File: config.mk
export PLATFORM = sky130hd
export DESIGN_NAME = uart_rx
export DESIGN_NICKNAME = d
export VERILOG_FILES = /design/src/rtl/uart_rx.sv
export SDC_FILE = /design/constraint.sdc
export NUM_CORES = 1
export LEC_CHECK = 0
export ABC_CLOCK_PERIOD_IN_PS = 1800
export CORE_MARGIN = 10
export CORE_UTILIZATION = 55
export CTS_BUF_LIST = sky130_fd_sc_hd__clkbuf_8 sky130_fd_sc_hd__clkbuf_16
export CTS_CLUSTER_DIAMETER = 150
export CTS_CLUSTER_SIZE = 20
export DETAILED_ROUTE_END_ITERATION = 7
export PLACE_DENSITY = 0.75
export SLEW_MARGIN = 10
export SYNTH_ARGS = -nofsm -noshare
export SYNTH_HDL_FRONTEND = slang
export SYNTH_SLANG_ARGS = --single-unit
File: constraint.sdc
create_clock -name clk -period 1.8 [get_ports clk]
set_input_delay 0.18 -clock clk [delete_from_list [all_inputs] [get_ports clk]]
set_output_delay 0.18 -clock clk [all_outputs]
set_load 0.02 [all_outputs]
File: src/rtl/uart_rx.sv
`default_nettype none
// ============================================================================
// Module      : uart_rx
// Description : 8N1 UART receiver, LSB first, with bit-centre sampling,
//               framing-error detection and break (held-low line) handling.
// Revision    : 1.0 - initial release
// ----------------------------------------------------------------------------
// Parameters
//   CLKS_PER_BIT : clk cycles per serial bit (8..65535), default 434
// Ports
//   clk          : system clock, rising edge
//   rst          : synchronous active-high reset
//   i_RX_Serial  : asynchronous serial input, idle high
//   o_RX_DV      : one-cycle pulse, o_RX_Byte holds a newly received byte
//   o_RX_Byte    : last correctly framed byte, held until the next one
//   o_RX_FE      : one-cycle pulse, stop bit was sampled low
// ============================================================================
module uart_rx #(
    parameter int CLKS_PER_BIT = 434
) (
    input  logic       clk,
    input  logic       rst,
    input  logic       i_RX_Serial,
    output logic       o_RX_DV,
    output logic [7:0] o_RX_Byte,
    output logic       o_RX_FE
);

    localparam int CW = (CLKS_PER_BIT > 1) ? $clog2(CLKS_PER_BIT) : 1;

    // Start bit is checked at its centre; every later sample is one full bit
    // period after the previous, which keeps all samples near bit centres.
    localparam logic [CW-1:0] c_MID_CNT  = CW'((CLKS_PER_BIT - 1) / 2);
    localparam logic [CW-1:0] c_LAST_CNT = CW'(CLKS_PER_BIT - 1);

    typedef enum logic [2:0] {
        S_IDLE      = 3'd0,
        S_START     = 3'd1,
        S_DATA      = 3'd2,
        S_STOP      = 3'd3,
        S_CLEANUP   = 3'd4,
        S_WAIT_IDLE = 3'd5
    } state_t;

    logic          rx_meta_q;
    logic          rx_s_q;
    state_t        state_q, state_d;
    logic [CW-1:0] cnt_q, cnt_d;
    logic [2:0]    idx_q, idx_d;
    logic [7:0]    shift_q, shift_d;
    logic [7:0]    byte_q, byte_d;
    logic          dv_q, dv_d;
    logic          fe_q, fe_d;

    // Two-flop synchronizer; resets to the idle (high) line level so a reset
    // never looks like a start bit.
    always_ff @(posedge clk) begin
        if (rst) begin
            rx_meta_q <= 1'b1;
            rx_s_q    <= 1'b1;
        end else begin
            rx_meta_q <= i_RX_Serial;
            rx_s_q    <= rx_meta_q;
        end
    end

    always_ff @(posedge clk) begin
        if (rst) begin
            state_q <= S_IDLE;
            cnt_q   <= '0;
            idx_q   <= 3'd0;
            shift_q <= 8'h00;
            byte_q  <= 8'h00;
            dv_q    <= 1'b0;
            fe_q    <= 1'b0;
        end else begin
            state_q <= state_d;
            cnt_q   <= cnt_d;
            idx_q   <= idx_d;
            shift_q <= shift_d;
            byte_q  <= byte_d;
            dv_q    <= dv_d;
            fe_q    <= fe_d;
        end
    end

    always_comb begin
        state_d = state_q;
        cnt_d   = cnt_q;
        idx_d   = idx_q;
        shift_d = shift_q;
        byte_d  = byte_q;
        dv_d    = 1'b0;
        fe_d    = 1'b0;

        case (state_q)
            S_IDLE: begin
                cnt_d = '0;
                idx_d = 3'd0;
                if (!rx_s_q) begin
                    state_d = S_START;
                end
            end

            S_START: begin
                if (cnt_q == c_MID_CNT) begin
                    cnt_d = '0;
                    idx_d = 3'd0;
                    // Line back high at mid start bit: treat as a glitch.
                    state_d = rx_s_q ? S_IDLE : S_DATA;
                end else begin
                    cnt_d = cnt_q + CW'(1);
                end
            end

            S_DATA: begin
                if (cnt_q == c_LAST_CNT) begin
                    cnt_d          = '0;
                    shift_d[idx_q] = rx_s_q;
                    if (idx_q == 3'd7) begin
                        state_d = S_STOP;
                    end else begin
                        idx_d = idx_q + 3'd1;
                    end
                end else begin
                    cnt_d = cnt_q + CW'(1);
                end
            end

            S_STOP: begin
                if (cnt_q == c_LAST_CNT) begin
                    cnt_d = '0;
                    if (rx_s_q) begin
                        byte_d  = shift_q;
                        dv_d    = 1'b1;
                        state_d = S_CLEANUP;
                    end else begin
                        fe_d    = 1'b1;
                        state_d = S_WAIT_IDLE;
                    end
                end else begin
                    cnt_d = cnt_q + CW'(1);
                end
            end

            S_CLEANUP: begin
                state_d = S_IDLE;
            end

            // After a framing error the line may still be low (break); wait
            // for it to return high so the low level is not taken as a start.
            S_WAIT_IDLE: begin
                if (rx_s_q) begin
                    state_d = S_IDLE;
                end
            end

            default: begin
                state_d = S_IDLE;
            end
        endcase
    end

    assign o_RX_DV   = dv_q;
    assign o_RX_FE   = fe_q;
    assign o_RX_Byte = byte_q;

endmodule
`default_nettype wire

==> results of run 1 <==
-- where the power goes --
group	switching (mW)	total, mW	internal [mW]
Sequential	0.0212	0.808	0.787
Clock	0.285	0.833	0.548
Combinational	0.0928	0.167	0.0744
Total	0.399	1.81	1.41
-- timing repair --
action                     4_1_cts  5_1_grt
setup endpoints to repair        3       13
pin swaps                        1        5
setup buffers                    0        1
gates resized for setup          3        8
gates cloned                     0        0
-- logic make-up after synthesis --
logic type | count (synthesis) | synth area share
compound gates | 37 | 0.142
xor+xnor | 2 | 0.00963
fa+ha+maj | 5 | 0.0344
buf+inv | 17 | 0.0509
flops | 35 | 0.385
mux | 16 | 0.0880
simple gates | 90 | 0.290
-- layer usage --
metal	vias up	part of all wire	global-route usage	routed length, um
met1	689	0.46	0.165	1880
li1	753	-	-	-
met4	0	0.022	0.0620	89
met3	9	0.060	0.0461	245
met5	-	0	0	0
met2	41	0.46	0.214	1870
-- worst max path at each step --
stage                            endpoint  slack, ns  cells past startpoint
floorplan           idx_q[0]$_SDFFE_PP0P_       0.19                      6
global placement    idx_q[0]$_SDFFE_PP0P_       0.09                      4
detailed placement  cnt_q[8]$_SDFFE_PP0P_       0.01                      7
CTS                 cnt_q[8]$_SDFFE_PP0P_       0.01                      7
global route        cnt_q[8]$_SDFFE_PP0P_     -0.007                      7
finish              idx_q[0]$_SDFFE_PP0P_       0.07                      6
-- state kept, by name, indices dropped and copies added (netlist names) --
name / cells
cnt_q: 9
idx_q: 3
o_RX_Byte: 8
o_RX_DV: 1
o_RX_FE: 1
rx_meta_q: 1
rx_s_q: 1
shift_q: 8
state_q: 3
-- cells in the final DEF, fill, tap and decap left out, drive strengths merged, types with 2 or more instances in the layout --
master	count
a21oi	11
and2	3
buf	10
bufinv	2
clkbuf	5
clkdlybuf4s50	12
dfxtp	35
ha	5
inv	4
mux2i	16
nand2	24
nand2b	8
nand3	6
nand4	2
nand4b	2
nand4bb	2
nor2	17
nor2b	4
nor3	8
nor4	3
o2111ai	2
o211ai	2
o21ai	5
o22ai	5
o311ai	2
o41ai	2
or2	2
or3	2
xnor2	2
-- cell type report --
class	count	area share
inverters	3	0.00524
clock buffers	5	0.0320
clock inverters	3	0.0297
flip-flops and latches	35	0.329
multi-input cells	150	0.486
well taps	44	0.0256
repair buffers	22	0.0926
==> metrics.md, run 1 <==
| Metric | Value |
|---|---|
| Status | complete, no violations |
| Post-route setup slack | slightly above 0.07 ns |
| Pin slew with the least headroom to its limit | ~0.41 ns |
| Reg-to-reg slack, setup | 0.07 ns |
| Fmax | roughly 580 MHz |
| Antenna Nets Post-Route | 0 |
| Drt pass-1 iters | 4 |
| Placer Congestion | 0.815 |
| Post-Synthesis Cells | 202 |
| Library cells used by synthesis | 50 |
| Multi-input logic area | roughly 1000 um2 |
| Top FF cell, synth | dfxtp_1 |
| Syn_area_per_cell | about 9.0 um2 |
| Worst hold path type | register to register |
| Cell area after layout | 2150 um2 |
| Share of cells above drive strength 1 | 0.165 |
| Count leader, synth | dfxtp_1 |
| Kind of critical path | register to register |
| Fin. max-slew vios | 0 |
| Synthesis warning total | 0 |
| Worst R2R Start | cnt_q[1]$_SDFFE_PP0P_ |
| Final WL | just over 4 mm |
| IO Count | 13 |
| Endpoint of the worst hold path | rx_s_q$_SDFF_PP1_ |
| Die width | 77.5 um |
| Vias per inst | roughly 5.7 |
| Post-synth top cells | 35 x dfxtp_1, 24 x nand2_1, 17 x nor2_1 |
| PwrDens | between 800 and 900 nW/um2 |
| Die height | between 70 and 80 um |
| Standard-cell rows | 20 |
| DP Area | just under 2000 um2 |
| DRT iter0 DRCs | approximately 120 |
| Starting Density | 0.586 |
| CTS tree | yes |
| Fin crit period | 1.73 ns |
| Die ar. | 6010 um2 |
| Post-synth top area share | 0.385 |
| CTS Hold Bufs | 0 |
| Core area | 3100 um2 |
| CP Buf/Inv Count | 1 |
| Crit path launch type | register |
| Final Setup Violations | 0 |
| GR Overflow Total | 0 |
| CTS clk-pin slew, worst paths | 0.07 ns |
| CP peak stage delay | roughly 0.4 ns |
| Critical path required time | 1.98 ns |
| Util after Layout | 0.692 |
| Post-synth ARST share | 0 |
| TritonCTS buffer count | 5 |
| Final period utilization | 0.960 |
| Leak pwr | just under 0.9 nW |
| Ant. Diodes | 0 |
| Worst vdd ir | roughly 0.00046 V |
| Post-synth EDFFs | 0 |
| Final TNS setup | 0 ns |
| R2R depth | 6 |
| Max-cap violations | 0 |
| CTS sink count | 35 |
| Worst path cell trace | inv_1 -> ha_2 -> and4bb_4 -> a21oi_2 -> or3_4 -> a31o_1 |
| Pre-CTS setup slack | 0.00952 ns |
| Layout area overhead | 18.1% |
| End of the worst register-to-register path | idx_q[0]$_SDFFE_PP0P_ |
| First-pass GRT wire length | 6.86 mm |
| Sequential cell area | approximately 710 um2 |
| Largest net degree at the start of global routing | 17 |
| Post-synthesis sequential area ratio | 0.385 |
| Nets | roughly 230 |
| Top cells by area, synth | dfxtp_1 39%, mux2i_1 8.8%, nand2_1 5.0% |
| Crit path from | cnt_q[1]$_SDFFE_PP0P_ |
| Min Hold Slack | slightly above 0.4 ns |
| Syn nets | 210 |
| Root buffer cell | clkbuf_8 |
| Hold Path Depth | 1 |
| Slew HR | 0.723 |
| Non-filler cells, final | approximately 260 |
| Final Hold Viols | 0 |
| Cells after DPL | around 250 |
| Crit path DAT | around 1.9 ns |
| Slowest CP cell | or3_4 |
| Post-synth top area cell | dfxtp_1 |
| Overall power | between 1.5 and 2 mW |
| Number of global-route vias before repair | 1459 |
| Initial antenna violation count | 0 |
| Routed length per instance | about 16 um |
| Residual DRC | 0 |
| Seq cells post-synth | 35 |
| Clock Path Buffers | 2 |
| Synth Cell Area | about 1800 um2 |
| CP Capture Type | register |
| Clk Latency, worst-skew pair | ~0.29 ns |
| DP HPWL | 2.74 mm |
| GRT Resource Usage Total | 0.137 |
| Hold_sp | rx_meta_q$_SDFF_PP1_ |
| CTS H-tree lvls | 2 |
| Number of port buffers | 12 |
| Worst Skew | 0.00882 ns |
| Layout fillers | between 200 and 300 |
| Cell family with most CP delay | simple AND/OR/NAND/NOR gates |
| Max FO, Critical Path | 5 |
| Vias after detailed routing | 1492 |
(Power assumes the default switching activity.)
==> inputs of run 2 (changes only) <==
--- a/config.mk
+++ b/config.mk
@@ -6,6 +6,7 @@
 export NUM_CORES = 1
 export LEC_CHECK = 0
 export ABC_CLOCK_PERIOD_IN_PS = 1800
+export CAP_MARGIN = 10
 export CORE_MARGIN = 10
 export CORE_UTILIZATION = 55
 export CTS_BUF_LIST = sky130_fd_sc_hd__clkbuf_8 sky130_fd_sc_hd__clkbuf_16
==> results of run 2 <==
No change in the layout: final DEF, timing and power equal those of run 1.
==> inputs of run 3 (changes only) <==
--- a/config.mk
+++ b/config.mk
@@ -8,12 +8,12 @@
 export ABC_CLOCK_PERIOD_IN_PS = 1800
 export CAP_MARGIN = 10
 export CORE_MARGIN = 10
-export CORE_UTILIZATION = 55
+export CORE_UTILIZATION = 50
 export CTS_BUF_LIST = sky130_fd_sc_hd__clkbuf_8 sky130_fd_sc_hd__clkbuf_16
 export CTS_CLUSTER_DIAMETER = 150
 export CTS_CLUSTER_SIZE = 20
 export DETAILED_ROUTE_END_ITERATION = 7
-export PLACE_DENSITY = 0.75
+export PLACE_DENSITY = 0.7
 export SLEW_MARGIN = 10
 export SYNTH_ARGS = -nofsm -noshare
 export SYNTH_HDL_FRONTEND = slang
==> constraint.sdc (replaced) <==
create_clock -name clk -period 1.8 [get_ports clk]
set_input_delay 0.45 -clock clk [delete_from_list [all_inputs] [get_ports clk]]
set_output_delay 0.45 -clock clk [all_outputs]
set_load 0.02 [all_outputs]
==> metrics.md, run 3 (synthesis gave the netlist of run 1 again) <==
| Metric | Value |
|---|---|
| Layout fillers | 306 |
| Residual DRC | 0 |
| Worst hold path type | register to register |
| Status | complete, no violations |
| Final Setup Violations | 0 |
| Root buffer cell | clkbuf_8 |
| Max FFs per register | 9 |
| Initial antenna violation count | 0 |
| CTS sink count | 35 |
| Met2 wire length | roughly 1.9 mm |
| Kind of critical path | register to register |
| Fin crit period | 1.76 ns |
| Layout area overhead | 15.7% |
| Die ar. | ~6500 um2 |
| Final WL | just under 4 mm |
| First-pass GRT wire length | between 6 and 7 mm |
| Sequential cell area | roughly 700 um2 |
| Met3 WL | roughly 230 um |
| Ant. Diodes | 0 |
| Antenna Nets Post-Route | 0 |
| Max FO, Critical Path | 6 |
| TritonCTS buffer count | 5 |
| Starting Density | 0.533 |
| Final TNS setup | 0 ns |
| GR Overflow Total | 0 |
| Die width | roughly 80 um |
| Largest register by flop count | cnt_q |
| Vias after detailed routing | roughly 1500 |
| Fin. max-slew vios | 0 |
| Reg-to-reg slack, setup | 0.04 ns |
| Critical path required time | slightly below 2 ns |
| Commonest non-fill, non-tap cell in the layout | dfxtp_1 |
| Util after Layout | 0.616 |
| Pre-CTS setup slack | -0.0159 ns |
| Leak pwr | ~0.86 nW |
| Number of global-route vias before repair | roughly 1500 |
| Placer Congestion | between 0.8 and 0.9 |
| Largest net degree at the start of global routing | 17 |
| Overall power | roughly 1.5 mW |
| Die height | 80.3 um |
| Slew HR | 0.730 |
| Final period utilization | 0.975 |
| Clk Latency, worst-skew pair | between 0.2 and 0.3 ns |
| Max-cap violations | 0 |
| IO Count | 13 |
| Uppermost routed layer | met4 |
| Core area | 3420 um2 |
| Number of port buffers | 12 |
| Vias per inst | 5.76 |
| Nets | 227 |
| DP HPWL | approximately 2.9 mm |
| Most frequent cells in the layout | 33 x dfxtp_1, 24 x nand2_1, 17 x nor2_1, 16 x mux2i_1, 12 x clkdlybuf4s50_1 |
| Worst Skew | approximately 0.0083 ns |
| Multi-input logic area | 1030 um2 |
| Post-route setup slack | between 0.04 and 0.05 ns |
| WL met1 | between 1.5 and 2 mm |
| Pin slew with the least headroom to its limit | slightly above 0.4 ns |
| GRT Resource Usage Total | 0.129 |
| Non-filler cells, final | approximately 270 |
| Crit path launch type | register |
| DRT iter0 DRCs | 108 |
| CP Capture Type | register |
| Final Hold Viols | 0 |
| CTS H-tree lvls | 2 |
| RSZ-0062 raised after global routing | true |
| Standard-cell rows | 21 |
| Crit path DAT | slightly below 2 ns |
| PwrDens | 724 nW/um2 |
| Clock Path Buffers | 2 |
| Worst vdd ir | between 0.0004 and 0.0005 V |
| CTS clk-pin slew, worst paths | roughly 0.070 ns |
| Routed length per instance | 14.9 um |
| Share of cells above drive strength 1 | 0.145 |
| Cells after DPL | approximately 260 |
| Drt pass-1 iters | 4 |
| CTS tree | yes |
| Fmax | 570 MHz |
[run 3: cell types whose count changed in the layout (fill, tap and decap cells not counted), moves of 2 or more]
cell	before	now
dfxtp_1	30	33
dfxtp_2	5	2
buf_4	9	11
bufinv_16	2	0
[run 3: area by class of cell]
class                           count  area share
Clock buffer                        5      0.0327
Clock inverter                      3     0.00773
Inverter                            3     0.00535
Multi-Input combinational cell    150       0.491
Sequential cell                    35       0.334
Tap cell                           46      0.0273
Timing Repair Buffer               24       0.102
[run 3: report_power, final]
group / internal [mW] / switching, mW / total (mW)
Sequential: 0.787 / 0.0209 / 0.808
Clock: 0.264 / 0.282 / 0.546
Combinational: 0.0807 / 0.0887 / 0.169
[run 3: repair_timing]
item	4_1_cts	5_1_grt
pin swaps	0	1
resized for setup	1	3
hold endpoints to repair	0	0
endpoints found under the setup margin	7	12
setup buffers	0	1
hold buffers	0	0
[run 3: critical path: stages, from the launching register on]
cell	delay [ns]
dfxtp_2	0.35
inv_1	0.08
ha_1	0.14
nor4b_4	0.28
a211oi_4	0.15
or3_4	0.42
a31o_1	0.22
[run 3: stage by stage]
step,hold slack (ns),instance area (um2)
CTS,0.424,2090
detailed placement,0.410,2000
global route,0.437,2100
floorplan,0.389,1820
finish,0.419,2100
global placement,0.399,2000
[run 3: per-layer routing]
layer  vias to the layer above  track usage
met5                         -            0
met1                       723        0.162
met3                        10       0.0334
li1                        759            -
met4                         0       0.0599
met2                        40        0.201
[run 3: path summary, 6_finish.rpt]
kind	to	startpoint	cells past startpoint
max	idx_q[0]$_SDFFE_PP0P_	cnt_q[0]$_SDFFE_PP0P_	6
max reg2reg	idx_q[0]$_SDFFE_PP0P_	cnt_q[0]$_SDFFE_PP0P_	6
min reg2reg	rx_s_q$_SDFF_PP1_	rx_meta_q$_SDFF_PP1_	1
min	rx_s_q$_SDFF_PP1_	rx_meta_q$_SDFF_PP1_	1
